===== src/rtl/cvw_pkg.sv =====
`default_nettype none
// +----------------------------------------------------------------------------+
// | Module      : cvw_pkg                                                      |
// | Description : Shared types and defaults for the Ethernet TX arbiter:       |
// |               arbiter state encoding, default starvation limit and         |
// |               inter-frame-gap length, counter widths.                      |
// | Revision    : 1.0 - initial release                                        |
// +----------------------------------------------------------------------------+
package cvw_pkg;

    // Arbiter states. SEND0/SEND1 own the MAC stream; GAP enforces the IFG.
    typedef enum logic [1:0] {
        ST_IDLE  = 2'd0,
        ST_SEND0 = 2'd1,
        ST_SEND1 = 2'd2,
        ST_GAP   = 2'd3
    } arb_state_t;

    localparam int DEF_STARVE_LIMIT = 4;
    localparam int DEF_IFG_CYCLES   = 2;

    // IFG_CYCLES ranges 0..255, so an 8-bit gap counter is always enough.
    localparam int GAP_CNT_W   = 8;
    localparam int FRAME_CNT_W = 16;

endpackage
`default_nettype wire


===== src/rtl/framecounter.sv =====
`default_nettype none
// +----------------------------------------------------------------------------+
// | Module      : framecounter                                                 |
// | Description : 16-bit wrapping event counter with enable and asynchronous   |
// |               active-low clear.                                            |
// | Ports       : clk     - clock                                              |
// |               clrn_i  - asynchronous clear, active low                     |
// |               en_i    - count enable, +1 per rising edge while high        |
// |               count_o - current count (wraps 0xFFFF -> 0x0000)             |
// | Revision    : 1.0 - initial release                                        |
// +----------------------------------------------------------------------------+
module framecounter
    import cvw_pkg::*;
(
    input  logic                   clk,
    input  logic                   clrn_i,
    input  logic                   en_i,
    output logic [FRAME_CNT_W-1:0] count_o
);

    logic [FRAME_CNT_W-1:0] count_q;

    always_ff @(posedge clk or negedge clrn_i) begin
        if (!clrn_i) begin
            count_q <= '0;
        end else if (en_i) begin
            count_q <= count_q + 1'b1;
        end
    end

    assign count_o = count_q;

endmodule
`default_nettype wire


===== src/rtl/eth_tx_arbiter.sv =====
`default_nettype none
// +----------------------------------------------------------------------------+
// | Module      : eth_tx_arbiter                                               |
// | Description : Two-input frame arbiter in front of the Ethernet MAC TX      |
// |               stream. Port 1 (control frames) normally wins; port 0        |
// |               (RVVI frames) is forced through after STARVE_LIMIT           |
// |               consecutive port-1 grants while it was waiting. Frames are   |
// |               never interleaved and IFG_CYCLES idle cycles follow each.    |
// | Ports       : clk, resetn          - clock, async active-low reset         |
// |               Enable               - permits new grants                    |
// |               S0T*/S0Tready        - RVVI packetizer stream in             |
// |               S1T*/S1Tready        - control frame stream in               |
// |               MT*/MTready          - stream out to the MAC                 |
// |               Busy                 - sending or in the inter-frame gap     |
// |               FrameCount0/1        - completed frames per port             |
// | Revision    : 1.0 - initial release                                        |
// +----------------------------------------------------------------------------+
module eth_tx_arbiter
    import cvw_pkg::*;
#(
    parameter int DATA_WIDTH   = 32,
    parameter int KEEP_WIDTH   = DATA_WIDTH / 8,
    parameter int STARVE_LIMIT = DEF_STARVE_LIMIT,
    parameter int IFG_CYCLES   = DEF_IFG_CYCLES
) (
    input  logic                   clk,
    input  logic                   resetn,
    input  logic                   Enable,

    input  logic [DATA_WIDTH-1:0]  S0Tdata,
    input  logic [KEEP_WIDTH-1:0]  S0Tkeep,
    input  logic                   S0Tvalid,
    input  logic                   S0Tlast,
    output logic                   S0Tready,

    input  logic [DATA_WIDTH-1:0]  S1Tdata,
    input  logic [KEEP_WIDTH-1:0]  S1Tkeep,
    input  logic                   S1Tvalid,
    input  logic                   S1Tlast,
    output logic                   S1Tready,

    output logic [DATA_WIDTH-1:0]  MTdata,
    output logic [KEEP_WIDTH-1:0]  MTkeep,
    output logic                   MTvalid,
    output logic                   MTlast,
    input  logic                   MTready,

    output logic                   Busy,
    output logic [FRAME_CNT_W-1:0] FrameCount0,
    output logic [FRAME_CNT_W-1:0] FrameCount1
);

    localparam int SW = $clog2(STARVE_LIMIT + 1);
    localparam logic [SW-1:0]        STARVE_MAX = SW'(STARVE_LIMIT);
    localparam logic [GAP_CNT_W-1:0] GAP_LOAD   = GAP_CNT_W'(IFG_CYCLES - 1);

    arb_state_t           state_q, state_d;
    logic [SW-1:0]        starve_q, starve_d;
    logic [GAP_CNT_W-1:0] gap_q, gap_d;
    // Low for the first rising edge after reset release, so the earliest
    // grant lands on the second edge.
    logic                 armed_q;
    logic                 fc0_en, fc1_en;

    always_ff @(posedge clk or negedge resetn) begin
        if (!resetn) begin
            state_q  <= ST_IDLE;
            starve_q <= '0;
            gap_q    <= '0;
            armed_q  <= 1'b0;
        end else begin
            state_q  <= state_d;
            starve_q <= starve_d;
            gap_q    <= gap_d;
            armed_q  <= 1'b1;
        end
    end

    always_comb begin
        state_d  = state_q;
        starve_d = starve_q;
        gap_d    = gap_q;
        fc0_en   = 1'b0;
        fc1_en   = 1'b0;
        MTdata   = '0;
        MTkeep   = '0;
        MTvalid  = 1'b0;
        MTlast   = 1'b0;
        S0Tready = 1'b0;
        S1Tready = 1'b0;

        case (state_q)
            ST_IDLE: begin
                if (armed_q && Enable && (S0Tvalid || S1Tvalid)) begin
                    if (S1Tvalid && !(S0Tvalid && (starve_q == STARVE_MAX))) begin
                        state_d = ST_SEND1;
                        // Only grants that bypass a waiting port 0 count
                        // towards starvation.
                        if (S0Tvalid) begin
                            starve_d = (starve_q == STARVE_MAX) ? starve_q
                                                                : starve_q + 1'b1;
                        end else begin
                            starve_d = '0;
                        end
                    end else begin
                        state_d  = ST_SEND0;
                        starve_d = '0;
                    end
                end
            end

            ST_SEND0: begin
                MTdata   = S0Tdata;
                MTkeep   = S0Tkeep;
                MTvalid  = S0Tvalid;
                MTlast   = S0Tlast;
                S0Tready = MTready;
                if (S0Tvalid && MTready && S0Tlast) begin
                    fc0_en = 1'b1;
                    if (IFG_CYCLES == 0) begin
                        state_d = ST_IDLE;
                    end else begin
                        state_d = ST_GAP;
                        gap_d   = GAP_LOAD;
                    end
                end
            end

            ST_SEND1: begin
                MTdata   = S1Tdata;
                MTkeep   = S1Tkeep;
                MTvalid  = S1Tvalid;
                MTlast   = S1Tlast;
                S1Tready = MTready;
                if (S1Tvalid && MTready && S1Tlast) begin
                    fc1_en = 1'b1;
                    if (IFG_CYCLES == 0) begin
                        state_d = ST_IDLE;
                    end else begin
                        state_d = ST_GAP;
                        gap_d   = GAP_LOAD;
                    end
                end
            end

            ST_GAP: begin
                // Loaded with IFG_CYCLES-1, so exit on zero gives exactly
                // IFG_CYCLES cycles here.
                if (gap_q == '0) begin
                    state_d = ST_IDLE;
                end else begin
                    gap_d = gap_q - 1'b1;
                end
            end

            default: begin
                state_d = ST_IDLE;
            end
        endcase
    end

    assign Busy = (state_q != ST_IDLE);

    framecounter u_fc0 (
        .clk     (clk),
        .clrn_i  (resetn),
        .en_i    (fc0_en),
        .count_o (FrameCount0)
    );

    framecounter u_fc1 (
        .clk     (clk),
        .clrn_i  (resetn),
        .en_i    (fc1_en),
        .count_o (FrameCount1)
    );

endmodule
`default_nettype wire


===== config.mk =====
export PLATFORM = sky130hd
export DESIGN_NAME = eth_tx_arbiter
export DESIGN_NICKNAME = d
export VERILOG_FILES = /design/src/rtl/cvw_pkg.sv /design/src/rtl/framecounter.sv /design/src/rtl/eth_tx_arbiter.sv
export SDC_FILE = /design/constraint.sdc
export NUM_CORES = 1
export LEC_CHECK = 0
export ABC_CLOCK_PERIOD_IN_PS = 2100
export CAP_MARGIN = 0
export CORE_ASPECT_RATIO = 1.2
export CORE_MARGIN = 8
export CORE_UTILIZATION = 39
export DETAILED_ROUTE_END_ITERATION = 10
export HOLD_SLACK_MARGIN = 0.06
export PLACE_DENSITY_LB_ADDON = 0.25
export SLEW_MARGIN = 20
export SYNTH_ARGS = -nofsm -noshare
export SYNTH_HDL_FRONTEND = slang
export SYNTH_SLANG_ARGS = --single-unit

===== constraint.sdc =====
create_clock -name clk -period 2.1 [get_ports clk]
set_input_delay 0.42 -clock clk [delete_from_list [all_inputs] [get_ports clk]]
set_output_delay 0.42 -clock clk [all_outputs]
set_load 0.02 [all_outputs]

### Yosys cells after proc, flatten, opt, wreduce, memory -nomap -nowiden

Cells that the tools add are included.

* muxes and demuxes: 23
* $add $sub $neg: 4
* equal/unequal tests: 10
* reduce and logical (&&, ||, !) cells: 17

Operators by type and width (count)
* 32-bit case mux with 2 select lines: 1
* 16-bit by 1-bit adder with 16-bit output (second input constant): 2
* 8-bit two-way mux: 3
* 8-bit case mux with 3 select lines: 1
* 2-bit two-way mux: 5
* 2-bit inequality test (second input constant): 5
* 3-bit two-way mux: 3
* 1-bit logical AND: 8
* 8-bit zero test: 1
* 2-bit case mux with 4 select lines: 1
* 4-bit case mux with 2 select lines: 1
* 4-bit AND reduction: 2
* 8-bit by 1-bit subtractor with 8-bit output (second input constant): 1
* 1-bit two-way mux: 6
* 2-bit == test (second input constant): 2
* 1-bit case mux with 2 select lines: 2
* 3-bit by 1-bit adder with 3-bit output (second input constant): 1
* 3-bit == test (second input constant): 1
* 3-bit inequality test (second input constant): 1
* 3-bit AND reduction: 1
* 3-bit nonzero test: 1
* 2-bit by 1-bit == test with 1-bit output (second input constant): 1
* 2-bit zero test: 1
* 2-bit nonzero test: 1
* other kinds (2): 2

* register bits after elaboration: 46
* input bits: 80
* output and inout bits: 73

### Depth between registers and ports, before layout

Gate-level depths: netlist (run 1).

* word-level depth: 7
* gate-level depth with buffers: 7
* mapped depth without buffers: 6

### Hierarchy

From an unflattened synthesis (run 1), not the netlist that was laid out.

* cell total of the unflattened synthesis: 299
* area, all modules: 2781.4 um2

By module, submodules not included
* framecounter: area an instance 695.7 um2, cells an instance 56, times used 2
* eth_tx_arbiter: area an instance 1390.1 um2, cells an instance 187, times used 1

### Worst setup path before layout (run 1)

Ideal clock, no wire load.

* path kind: reg2out
* from: reg state_q[0]
* to: out MTdata[8]
* path slack: -0.091 ns
* data arrival time: 1.771 ns
* data required time: 1.680 ns
* path buffers: 3
* cell stages (with the launch flop): 8
* path through: dfrtp_1 inv_1 ha_1 buf_2 clkbuf_1 buf_1 a22oi_1 nor2_1

* word-level cells in the longest chain between the ends: 2

Ends and longest elaborated chain
* start: declaration: line eth_tx_arbiter.sv:57 `arb_state_t state_q, state_d;`
* start signal: assignment: line eth_tx_arbiter.sv:72 `state_q <= state_d;`
* 2-bit == test / 2-bit by 1-bit == test with 1-bit output (equally long branches): line eth_tx_arbiter.sv:92 `case (state_q)`
* 32-bit case mux with 2 select lines *: line eth_tx_arbiter.sv:92
* end: declaration: line eth_tx_arbiter.sv:42 `output logic [DATA_WIDTH-1:0] MTdata,`

Every way passes the cells marked *; elsewhere a longest branch is shown, timed or not.

### Final worst setup path (run 1)

* from: reg state_q[1]
* to: out MTdata[28]

The elaborated chain is that of the path after synthesis.

==> reports/qor.yml, run 1 <==
status: "finished clean"
fmax_mhz: 490
fp.dieW_um: 93.2
synthTopCellsByArea: "dfrtp_1 41%, a22oi_1 10%, xnor2_1 7.9%"
place_area_mm2: 0.00461
holdCritPathClass: "in -> async"
diodes: 0
global_route.overflow_total: 0
worst_slew_pin_slew_ps: 718
cp_slowest_stage_delay_ps: 440
p_leak_nw: 2.01
cp_slowest_cell: "dfrtp_1"
finalCriticalPeriod_ps: 2040
finalSetupViolations: 0
grt_use_total: 0.196
synth-edff-count: 0
wl_per_cell_um: 18.0
cts_tree: "built"
core_mm2: 0.00690
fin_util: 0.683
met2_length_um: 4860
port_buffers: 152
rows: 33
synth.largest_area_cell: "dfrtp_1"
drt-met1-wl_um: 3640
cts.sinks: 46
finalCritPeriodShare: 0.971
synthDistinctLibCells: 46
cts_buffer_depth: 2
r2r_end: "state_q[1]"
fin_cells: 565
report.final.hold_viol_count: 0
finalSetupTns_ps: 0
clock_skew_ps: 5.82
wl_met3_um: 1470
ir_worst_vdd_mv: 1.41
clk_latency_ps: 310
end_kind: "output port"
wl_um: 10200
cts_root_buf: "clkbuf_8"
dpl.cell_count: 552
top_layer: "met4"
path_clk_slew_ps: 90
maxCapViolations: 0
r2r_slack_ps: 130
synth.ff_latch_count: 46
numCtsBuffers: 5
synth_common_cells: "46 x dfrtp_1, 44 x nor2_1, 38 x a22oi_1, 27 x nand2_1, 25 x xnor2_1"
place_congestion: 0.798
fin_hold_ws_ps: 185
stdcell_area_mm2: 0.00471
via_per_inst: 5.35
p_seq_frac: 0.211
slew_headroom: 0.518
netlist.area_leader.share: 0.413
worstPathMaxFanout: 16
syn2layout_area_growth_pct: 69.0
cp.buffers_inverters: 4
combPwrFrac: 0.675
grt_setup_unrepaired: "yes"
finalPower_mw: 5.83
detail-route-antenna-nets: 0
path_depth: 6
p_switching_mw: 2.72
die_y_um: 109
intPower_mw: 3.12
grt_max_degree: 47
start_kind: "flip-flop"
synth_ff_type: "dfrtp_1"
switching_share: 0.466
io_pins: 153
synth_most_common_cell: "dfrtp_1"
ys_warn_count: 0
syn_nets: 397
cp_top_family: "buffers and inverters"
async_flop_share: 1.00
num_vias: 3022
seq_area_frac_synth: 0.413
drcViolationCount: 0
drt_iter0_drc: 141
r2r_cells: 7
synthCells: 306
arrival_ps: 1620
p_per_area_mw_per_mm2: 1240
start_util: 0.404
p_clk_frac: 0.115
final_layout_size_suffix_gt1_frac: 0.243
path_cells: "inv_2, ha_4, inv_4, buf_16, nor2_2, clkbuf_2"
r2r_start: "state_q[1]"
required_ps: 1680
antenna_found_initial: 0
fin_nets: 568
htree_levels: 2
synth_area_per_cell_um2: 9.11
hpwl_um: 7930
syn-cell-area_mm2: 0.00279
design.die.area_mm2: 0.0101
first_global_vias: 3155
drv_slew: 0
crit_type: "reg -> out"
pre_cts_ws_ps: -191
grt_pass1_wl_um: 15600
drt_first_pass_iters: 4
setup_slack_ps: 61.2
## cell usage in the layout, fill, tap and decap left out, drive strengths merged, types with 2 or more instances in the layout
cell type,n
clkdlybuf4s50,110
buf,50
dfrtp,46
nor2,45
a22oi,38
nand2,27
xnor2,25
clkbuf,23
nand4,16
o21ai,14
nand3,13
ha,11
inv,11
nor3,6
xor2,5
nand2b,3
and4,3
and2,2
and3,2
a221o,2
o31ai,2
## layout make-up
cell class / instances / area [um^2]
Tap cell: 87 / 109
Clock buffer: 5 / 68.8
Inverter: 10 / 40.0
Clock inverter: 3 / 43.8
Fill cell: 564 / 2180
Multi-Input combinational cell: 234 / 1650
Sequential cell: 46 / 1150
Timing Repair Buffer: 180 / 1650
## power groups by stage
stage / logic [mW] / clock network (mW) / registers [mW]
detailed placement: 3.81 / 0 / 1.23
finish: 3.94 / 0.670 / 1.23
global placement: 3.76 / 0 / 1.22
floorplan: 2.08 / 0 / 1.25
CTS: 3.77 / 0.685 / 1.21
global route: 4.28 / 0.725 / 1.26
## metal layers
metal	track usage	vias up
met1	0.209	1436
met2	0.320	138
met5	0	-
li1	-	1436
met3	0.109	12
met4	0.0750	0
## flip-flops by register name, indices dropped and copies added (netlist names)
name           cells
u_fc0.count_o     16
gap_q              8
state_q            2
armed_q            1
starve_q           3
u_fc1.count_o     16
## what timing repair did
action,in CTS,in global routing
resized for setup,73,99
endpoints found under the setup margin,41,46
setup buffers,1,1
hold buffers,0,0
gates cloned,1,2
## cell families (layout without fill, tap and decap cells)
family | count (synthesis) | in the layout | share of synthesized area
adder cells (fa/ha/maj) | 11 | 11 | 0.0494
AO/OA/AOI/OAI | 67 | 67 | 0.178
AND/OR/NAND/NOR | 123 | 123 | 0.220
multiplexers | 2 | 2 | 0.00763
buffers and inverters | 26 | 198 | 0.0368
flip-flops | 46 | 46 | 0.413
XOR/XNOR | 30 | 30 | 0.0943
other | 1 | 1 | 0.00135
## worst max path at each step
stage | start | to | slack (ps)
6_report | state_q[1] | MTdata[28] | 60
5_1_grt | state_q[1] | MTdata[28] | -7
4_1_cts | state_q[0] | MTdata[0] | -130
3_5_place_dp | MTready | S1Tready | -190
3_3_place_gp | MTready | S1Tready | -190
2_1_floorplan | state_q[0] | MTdata[10] | -40
## worst register-to-register path, cell delays in order, from the launching register on
cell and delay, ps:
dfrtp_1 440, inv_2 100, ha_4 190, buf_4 170, buf_4 150, a22o_1 200
a221o_1 290, mux2_1 330
Note: power is estimated with default switching activity, not from simulation.
==> inputs of run 2 (changes only) <==
--- a/config.mk
+++ b/config.mk
@@ -16,4 +16,5 @@
 export SLEW_MARGIN = 20
 export SYNTH_ARGS = -nofsm -noshare
 export SYNTH_HDL_FRONTEND = slang
+export SYNTH_HIERARCHICAL = 1
 export SYNTH_SLANG_ARGS = --single-unit
==> reports/qor.yml, run 2 <==
layout_commonest_cell: "clkdlybuf4s50_1"  # unchanged
drcViolationCount: 0  # unchanged
report.final.hold_viol_count: 0  # unchanged
synth.ff_latch_count: 46  # unchanged
start_kind: "flip-flop"  # unchanged
fin_nets: 574  # was 568
async_flop_share: 1.00  # unchanged
synthTopCellsByArea: "dfrtp_1 41%, a22oi_1 10%, nor2_1 6.3%"  # was dfrtp_1 41%, a22oi_1 10%, xnor2_1 7.9%
cp.buffers_inverters: 5  # was 4
synth_compound_area_frac: 0.181  # was 0.178
required_ps: 1680  # about the same
finalCriticalPeriod_ps: 2100  # was 2040 ps
global_route.overflow_total: 0  # unchanged
cp_slowest_cell: "dfrtp_1"  # unchanged
ys_warn_count: 6  # was 0
detail-route-antenna-nets: 0  # unchanged
crit_path_frequent_cell: "inv_2"
arrival_ps: 1680  # was 1620 ps
synth_top_family_by_area: "simple AND/OR/NAND/NOR gates"  # unchanged
first_global_vias: 3234  # was 3155
grt_use_total: 0.194  # was 0.196
status: "complete, but fails checks"  # was finished clean
synth_area_per_cell_um2: 9.30  # was 9.11 um^2
cts_tree: "built"  # unchanged
die_y_um: 109  # about the same
violations: "negative setup slack"
synth_xor_xnor_area_share: 0.0945  # was 0.0943
numCtsBuffers: 5  # unchanged
cts_root_buf: "clkbuf_8"  # unchanged
cts.sinks: 46  # unchanged
synth-edff-count: 0  # unchanged
switching_share: 0.456  # was 0.466
fin_util: 0.725  # was 0.683
via_per_inst: 5.33  # was 5.35
ir_worst_vdd_mv: 1.27  # was 1.41 mV
intPower_mw: 3.37  # was 3.12 mW
wl_um: 10400  # was 10200 um
finalCritPeriodShare: 1.00  # was 0.971
drt_first_pass_iters: 4  # unchanged
htree_levels: 2  # unchanged
drt_iter0_drc: 172  # was 141
seq_area_frac_synth: 0.414  # was 0.413
p_leak_nw: 2.25  # was 2.01 nW
synthSimpleGateAreaFrac: 0.209  # was 0.220
netlist.area_leader.share: 0.414  # was 0.413
path_cells: "inv_2, ha_4, inv_2, buf_16, buf_4, nor2_2, buf_6"  # was inv_2, ha_4, inv_4, buf_16, nor2_2, clkbuf_2
diodes: 0  # unchanged
holdCritPathClass: "in -> async"  # unchanged
p_per_area_mw_per_mm2: 1250  # was 1240 mW/mm^2
slew_headroom: 0.627  # was 0.518
synthMuxAreaShare: 0.0171  # was 0.00763
yosys.area_share.adder: 0.0495  # was 0.0494
grt_max_degree: 47  # unchanged
fp.dieW_um: 93.1  # was 93.2 um
p_clk_frac: 0.088  # was 0.115
cts_hold_buf: 0  # unchanged
hpwl_um: 7720  # was 7930 um
p_switching_mw: 2.83  # was 2.72 mW
synth_ff_type: "dfrtp_1"  # unchanged
setup_slack_ps: -0.701  # was 61.2 ps
syn_nets: 390  # was 397
synth_common_cells: "47 x nor2_1, 46 x dfrtp_1, 38 x a22oi_1, 18 x xnor2_1"  # was 46 x dfrtp_1, 44 x nor2_1, 38 x a22oi_1, 27 x nand2_1, 25 x xnor2_1
io_pins: 153  # unchanged
grt_pass1_wl_um: 15800  # was 15600 um
clk_latency_ps: 310  # about the same
synth_most_common_cell: "nor2_1"  # was dfrtp_1
syn-cell-area_mm2: 0.00278  # was 0.00279 mm^2
fmax_mhz: 476  # was 490 MHz
drv_slew: 0  # unchanged
antenna_found_initial: 1  # was 0
grt_setup_unrepaired: "yes"  # unchanged
num_vias: 3043  # was 3022
rows: 33  # unchanged
crit_type: "reg -> out"  # unchanged
core_mm2: 0.00685  # was 0.00690 mm^2
maxCapViolations: 0  # unchanged
most-common-layout-cells: "110 x clkdlybuf4s50_1, 46 x dfrtp_1, 43 x buf_4, 26 x nor2_1"  # was 110 x clkdlybuf4s50_1, 45 x dfrtp_1, 35 x a22oi_1, 31 x buf_4, 27 x nand2_1
end_kind: "output port"  # unchanged
worst_slew_pin_slew_ps: 559  # was 718 ps
place_congestion: 0.821  # was 0.798
syn2layout_area_growth_pct: 78.7  # was 69.0%
fin_hold_ws_ps: 186  # was 185 ps
start_util: 0.406  # was 0.404
cp_top_family: "buffers and inverters"  # unchanged
design.die.area_mm2: 0.0101  # about the same
final_layout_size_suffix_gt1_frac: 0.316  # was 0.243
p_seq_frac: 0.196  # was 0.211
finalSetupViolations: 1  # was 0
worstPathMaxFanout: 11  # was 16
port_buffers: 152  # unchanged
synthCells: 299  # was 306
combPwrFrac: 0.716  # was 0.675
clock_skew_ps: 13.5  # was 5.82 ps
cts_buffer_depth: 2  # unchanged
path_clk_slew_ps: 100  # was 90 ps
synthDistinctLibCells: 45  # was 46
fillers: 519  # was 564
cp_slowest_stage_delay_ps: 390  # was 440 ps
synth.largest_area_cell: "dfrtp_1"  # unchanged
wl_per_cell_um: 18.2  # was 18.0 um
==> run 2: final cells by class <==
type	instances	area, um^2	share of cell area
clock inverters	3	21.3	0.00428
clock buffers	5	68.8	0.0138
flip-flops and latches	46	1150	0.232
inverters	12	45.0	0.00906
multi-input cells	228	1790	0.359
repair buffers	190	1790	0.360
well taps	87	109	0.0219
==> run 2: final timing paths <==
kind | startpoint | end | slack (ps) | cells after the start
min in group clk | u_fc1/count_o[15] | u_fc1/count_o[15] | 480 | 1
worst min-delay path | resetn | u_fc1/count_o[4] | 190 | 2
worst max register to register | state_q[0] | u_fc1/count_o[13] | 20 | 8
worst max-delay path | state_q[1] | MTdata[12] | -0.7 | 7
worst min register to register | u_fc1/count_o[15] | u_fc1/count_o[15] | 480 | 1
max in group asynchronous | resetn | state_q[0] | 1540 | 2
==> run 2: power by group through the flow <==
stage	sequential, mW	combinational, mW	clock, mW
after floorplan	1.25	2.05	0
after global placement	1.22	3.72	0
after detailed placement	1.23	3.78	0
after CTS	1.21	3.86	0.558
after global routing	1.23	4.75	0.589
final	1.21	4.44	0.548
==> run 2: what timing repair did <==
action / CTS / global route
pin swaps: 1 / 10
setup endpoints to repair: 52 / 46
setup buffers: 1 / 11
gates resized for setup: 180 / 45
cloned: 2 / 1
==> run 2: worst reg2reg max path, stage by stage, from the launching register on <==
cell	delay [ps]
dfrtp_1	400
inv_2	130
ha_4	210
buf_12	150
and2_4	150
and3_4	210
nand4_4	170
nor4_1	400
xnor2_1	180
==> run 2: cells by family after synthesis <==
| family | after synthesis |
|---|---|
| AO/OA/AOI/OAI | 70 |
| XOR/XNOR | 30 |
| multiplexers | 4 |
| other | 1 |
| AND/OR/NAND/NOR | 112 |
| buffers and inverters | 25 |
| adder cells (fa/ha/maj) | 11 |
| flip-flops | 46 |
==> run 2: routing by layer <==
layer  global-route usage  part of all wire  wire [um]  vias to the layer above
li1                     -                 -          -                     1448
met1                0.192              0.35       3600                     1441
met2                0.355              0.53       5500                      139
met3               0.0859              0.11       1120                       13
met4               0.0611             0.013        136                        2
met5                    0            0.0012         12                        -
==> run 2: metrics by stage <==
stage,power (mW),instance area [um^2],setup TNS (ps),std cells,worst slack (ps)
6_report,6.20,4970,-0.701,571,-0.701
5_1_grt,6.57,4970,-714,571,-78.5
4_1_cts,5.62,4720,-1390,559,-83.6
3_5_place_dp,5.00,4630,-4200,548,-150
3_3_place_gp,4.93,4630,-2480,548,-139
2_1_floorplan,3.30,2830,-113,299,-30.4
